## config.mk

```make
export PLATFORM = sky130hd
export DESIGN_NAME = noc_output_arbiter
export DESIGN_NICKNAME = d
export VERILOG_FILES = /design/src/rtl/noc_output_arbiter.sv
export SDC_FILE = /design/constraint.sdc
export NUM_CORES = 1
export LEC_CHECK = 0
export BUFFER_PORTS_ARGS = -buffer_cell sky130_fd_sc_hd__buf_2
export CORE_ASPECT_RATIO = 1.75
export CORE_MARGIN = 2
export CORE_UTILIZATION = 51
export CTS_CLUSTER_DIAMETER = 100
export CTS_CLUSTER_SIZE = 20
export DETAILED_ROUTE_END_ITERATION = 12
export PLACE_DENSITY = 0.87
export SLEW_MARGIN = 20
export SYNTH_ARGS = -nofsm -noshare
export SYNTH_HDL_FRONTEND = slang
export SYNTH_SLANG_ARGS = --single-unit
export TNS_END_PERCENT = 30
```

## constraint.sdc

```tcl
create_clock -name clk -period 10.3 [get_ports clk]
set_clock_uncertainty 0.05 [all_clocks]
set_input_delay 1.545 -clock clk [delete_from_list [all_inputs] [get_ports clk]]
set_output_delay 1.545 -clock clk [all_outputs]
set_load 0.01 [all_outputs]
```

## src/rtl/noc_output_arbiter.sv

```systemverilog
// Wormhole switch allocator for one NoC output port.
// Round-robin head arbitration, packet lock, registered output link.
module noc_output_arbiter #(
  parameter int N         = 5,
  parameter int DataWidth = 32
) (
  input  logic                   clk,
  input  logic                   rst_n,
  input  logic [N-1:0]           in_valid,
  input  logic [N-1:0]           in_head,
  input  logic [N-1:0]           in_tail,
  input  logic [N*DataWidth-1:0] in_data,
  output logic [N-1:0]           in_ready,
  output logic [N-1:0]           grant,
  output logic                   out_valid,
  input  logic                   out_ready,
  output logic [DataWidth-1:0]   out_data,
  output logic                   out_head,
  output logic                   out_tail
);

  localparam int PW = (N > 1) ? $clog2(N) : 1;

  typedef enum logic {
    IDLE   = 1'b0,
    LOCKED = 1'b1
  } state_e;

  state_e               state_q, state_d;
  logic [PW-1:0]        lock_q, lock_d;
  logic [PW-1:0]        rr_q, rr_d;
  logic                 out_valid_q, out_valid_d;
  logic [DataWidth-1:0] out_data_q, out_data_d;
  logic                 out_head_q, out_head_d;
  logic                 out_tail_q, out_tail_d;

  logic [N-1:0]         req;
  logic [PW-1:0]        pick;
  logic                 found;
  logic                 can_load;
  logic                 xfer;
  logic [DataWidth-1:0] sel_data;
  logic                 sel_head;
  logic                 sel_tail;
  int                   idx;
  int                   nxt;

  assign can_load = !out_valid_q | out_ready;
  assign req      = in_valid & in_head;

  // Winner select: locked input, else first head at/after rr_q.
  always_comb begin
    pick  = '0;
    found = 1'b0;
    idx   = 0;
    if (state_q == LOCKED) begin
      pick  = lock_q;
      found = 1'b1;
    end else begin
      for (int k = 0; k < N; k++) begin
        idx = int'(rr_q) + k;
        if (idx >= N) idx = idx - N;
        if (!found && req[idx]) begin
          found = 1'b1;
          pick  = PW'(idx);
        end
      end
    end
  end

  always_comb begin
    grant = '0;
    if (found && rst_n) grant = N'(1) << pick;
  end

  assign in_ready = grant & {N{can_load}};
  assign xfer     = |(in_ready & in_valid);

  assign sel_data = in_data[int'(pick)*DataWidth +: DataWidth];
  assign sel_head = in_head[pick];
  assign sel_tail = in_tail[pick];

  always_comb begin
    state_d     = state_q;
    lock_d      = lock_q;
    rr_d        = rr_q;
    out_valid_d = out_valid_q;
    out_data_d  = out_data_q;
    out_head_d  = out_head_q;
    out_tail_d  = out_tail_q;
    nxt         = int'(pick) + 1;
    if (nxt >= N) nxt = 0;

    if (xfer) begin
      out_valid_d = 1'b1;
      out_data_d  = sel_data;
      out_head_d  = sel_head;
      out_tail_d  = sel_tail;
    end else if (out_ready) begin
      out_valid_d = 1'b0;
    end

    unique case (state_q)
      IDLE: begin
        if (xfer) begin
          rr_d = PW'(nxt);
          if (!sel_tail) begin
            state_d = LOCKED;
            lock_d  = pick;
          end
        end
      end
      LOCKED: begin
        if (xfer && sel_tail) state_d = IDLE;
      end
      default: state_d = IDLE;
    endcase
  end

  always_ff @(posedge clk or negedge rst_n) begin
    if (!rst_n) begin
      state_q     <= IDLE;
      lock_q      <= '0;
      rr_q        <= '0;
      out_valid_q <= 1'b0;
      out_data_q  <= '0;
      out_head_q  <= 1'b0;
      out_tail_q  <= 1'b0;
    end else begin
      state_q     <= state_d;
      lock_q      <= lock_d;
      rr_q        <= rr_d;
      out_valid_q <= out_valid_d;
      out_data_q  <= out_data_d;
      out_head_q  <= out_head_d;
      out_tail_q  <= out_tail_d;
    end
  end

  assign out_valid = out_valid_q;
  assign out_data  = out_data_q;
  assign out_head  = out_head_q;
  assign out_tail  = out_tail_q;

endmodule

```

==> impl_metrics.env <==
export IMPL_synthCells=514
export IMPL_p_leak_nw=2.93
export IMPL_ios=223
export IMPL_routed_via_density=6.14
export IMPL_drcViolationCount=0
export IMPL_worst_slew_pin_transition_ps=954
export IMPL_drt_iter0_drc=395
export IMPL_r2r_setup_slack_ps=3400
export IMPL_initial_core_util=0.527
export IMPL_comb_power_share=0.805
export IMPL_place_hpwl_um=13200
export IMPL_firstDrtPassIters=5
export IMPL_ys_warnings_count=0
export IMPL_finalHoldViolCount=0
export IMPL_dieWidth_um=75.6
export IMPL_track_usage=0.344
export IMPL_postCtsHoldBufs=0
export IMPL_dieArea_um2=9770
export IMPL_worst_ep_required_time_ps=8710
export IMPL_min_path_type="register to register"
export IMPL_p_switching_mw=1.27
export IMPL_htreeDepth=2
export IMPL_cts_tree="yes"
export IMPL_crit_start="rr_q[0]"
export IMPL_r2r_end="out_data[31]"
export IMPL_multi_input_area_um2=3320
export IMPL_wl_um=16900
export IMPL_syn_area_um2=4570
export IMPL_synth_seq_cells=42
export IMPL_layout_setup_ws_ps=3280
export IMPL_intPower_mw=1.26
export IMPL_reg2reg_depth=14
export IMPL_relSlewSlack=0.362
export IMPL_ant_nets=0
export IMPL_final_setup_viol_count=0
export IMPL_die_h_um=129
export IMPL_pre_cts_slack_ps=3540
export IMPL_insertion_delay_ps=280
export IMPL_grt_start_max_net_pins=46
export IMPL_final_common_cell="buf_2"
export IMPL_power_density_nw_per_um2=432
export IMPL_num_vias=5099
export IMPL_grt_first_pass_wirelength_um=25300
export IMPL_nFillCells=758
export IMPL_root_buffer="clkbuf_16"
export IMPL_post_cts_resized=0
export IMPL_cap_viol_max_count=0
export IMPL_cts_sinks=42
export IMPL_timing_final_crit_share=0.681
export IMPL_grt_pass1_vias=4968
export IMPL_synth_top_area_frac=0.230
export IMPL_worst_setup_hold_path_clk_slew_ps=60
export IMPL_synth_top_area_cell="dfrtp_1"
export IMPL_startpoint_type="register"
export IMPL_vdd_drop_max_v=0.000242
export IMPL_p_sw_frac=0.502
export IMPL_wl_per_cell_um=20.4
export IMPL_final_layout_size_suffix_gt1_frac=0.391
export IMPL_synthTopCellsByArea="dfrtp_1 23%, mux2i_1 15%, mux2_4 10%"
export IMPL_grt_ovfl_total=0
export IMPL_avgSynthCellArea_um2=8.89
export IMPL_drv_slew=0
export IMPL_synth_edf_count=0
export IMPL_antenna_found_initial=0
export IMPL_clock_path_buffers=2
export IMPL_rows=45
export IMPL_async_flop_share=1.00
export IMPL_rsz0062_at_grt="no"
export IMPL_core_um2=8670
export IMPL_clock_power_share=0.060
export IMPL_arrival_ps=5420
export IMPL_r2r_start="rr_q[0]"
export IMPL_status="finished, final reports clean"
export IMPL_post_cts_buffers=0
export IMPL_place_congestion=1.13
export IMPL_end_kind="output port"
export IMPL_power_frac_seq=0.135
export IMPL_area_delta_synth_final_pct=28.4
export IMPL_seq_area_frac_synth=0.230
export IMPL_seq_area_um2=1050
export IMPL_syn_num_nets=703
export IMPL_finalCriticalPeriod_ps=7020
export IMPL_fmax_ghz=0.142
export IMPL_final_cell_mix="222 x buf_2, 87 x nand2_1, 70 x mux2i_1"
export IMPL_numCtsBuffers=5
export IMPL_criticalPathCategory="register to output port"
export IMPL_portBuffers=222
export IMPL_synth_cell_types=64
export IMPL_nets=901
export IMPL_cp_endpoint="grant[4]"
export IMPL_worstPathMaxFanout=30
export IMPL_setup_tns_final_ps=0
export IMPL_yosys_most_used_dff="dfrtp_1"
-- state kept, by name, summed over array words and instances (netlist names), named ones only --
register   flops
lock_q         3
out_tail       1
out_head       1
out_valid      1
rr_q           3
out_data      32
-- kinds of logic after synthesis --
family / synth area share
adder cells (fa/ha/maj): 0.0301
buffers and inverters: 0.0479
AO/OA/AOI/OAI: 0.213
multiplexers: 0.290
flip-flops: 0.230
AND/OR/NAND/NOR: 0.181
XOR/XNOR: 0.00767
-- cell usage after synthesis, drive strengths merged (10+ instances only) --
library cell / instances
buf: 19
mux2: 43
a21oi: 19
nor2: 18
inv: 10
dfrtp: 42
o21ai: 14
ha: 11
mux2i: 70
nand3: 20
a32o: 36
clkbuf: 19
nand2: 88
-- per-layer routing --
layer | GRT usage | vias to the layer above | share of wire
li1 | - | 2327 | -
met1 | 0.404 | 2412 | 0.36
met2 | 0.616 | 310 | 0.53
met3 | 0.0350 | 50 | 0.061
met4 | 0.143 | 0 | 0.046
met5 | 0 | - | 0
-- area by class of cell --
class | instances | share of cell area
multi-input cells | 424 | 0.565
repair buffers | 229 | 0.199
flip-flops and latches | 42 | 0.179
well taps | 117 | 0.0249
clock buffers | 6 | 0.0220
inverters | 10 | 0.00639
clock inverters | 2 | 0.00234
diodes | 1 | 0.000426
-- critical path, stage by stage (launching register included) --
cell,delay [ps]
dfrtp_1,940
inv_2,230
ha_1,800
nor2_1,140
o21a_1,220
nor3b_1,180
o211ai_1,160
a2111oi_1,870
a2111oi_4,160
nor2_4,790
inv_1,220
nand2_1,180
nor3_1,60
buf_2,180
-- through the flow --
step	power, mW	hold slack, ps	utilization	cells	instance area [um^2]
floorplan	1.86	398	-	514	4570
global placement	2.28	414	0.659	821	5710
detailed placement	2.33	420	0.660	822	5730
CTS	2.50	434	0.677	830	5870
global route	2.70	462	0.677	830	5870
finish	2.53	429	0.677	831	5870
-- power by group through the flow --
| stage | clock (mW) | combinational, mW | sequential (mW) |
|---|---|---|---|
| 6_report | 0.152 | 2.04 | 0.342 |
| 3_5_place_dp | 0 | 2.00 | 0.336 |
| 2_1_floorplan | 0 | 1.53 | 0.332 |
| 3_3_place_gp | 0 | 1.94 | 0.335 |
| 4_1_cts | 0.156 | 2.00 | 0.338 |
| 5_1_grt | 0.159 | 2.20 | 0.348 |
-- worst min path at each step --
stage	from	end	slack [ps]	cells after the start
6_report	lock_q[2]	lock_q[2]	430	1
3_3_place_gp	lock_q[2]	lock_q[2]	410	1
2_1_floorplan	lock_q[2]	lock_q[2]	400	1
3_5_place_dp	lock_q[2]	lock_q[2]	420	1
5_1_grt	out_data[8]	out_data[8]	460	1
4_1_cts	lock_q[2]	lock_q[2]	430	1
Power figures use the tool's default switching activity.
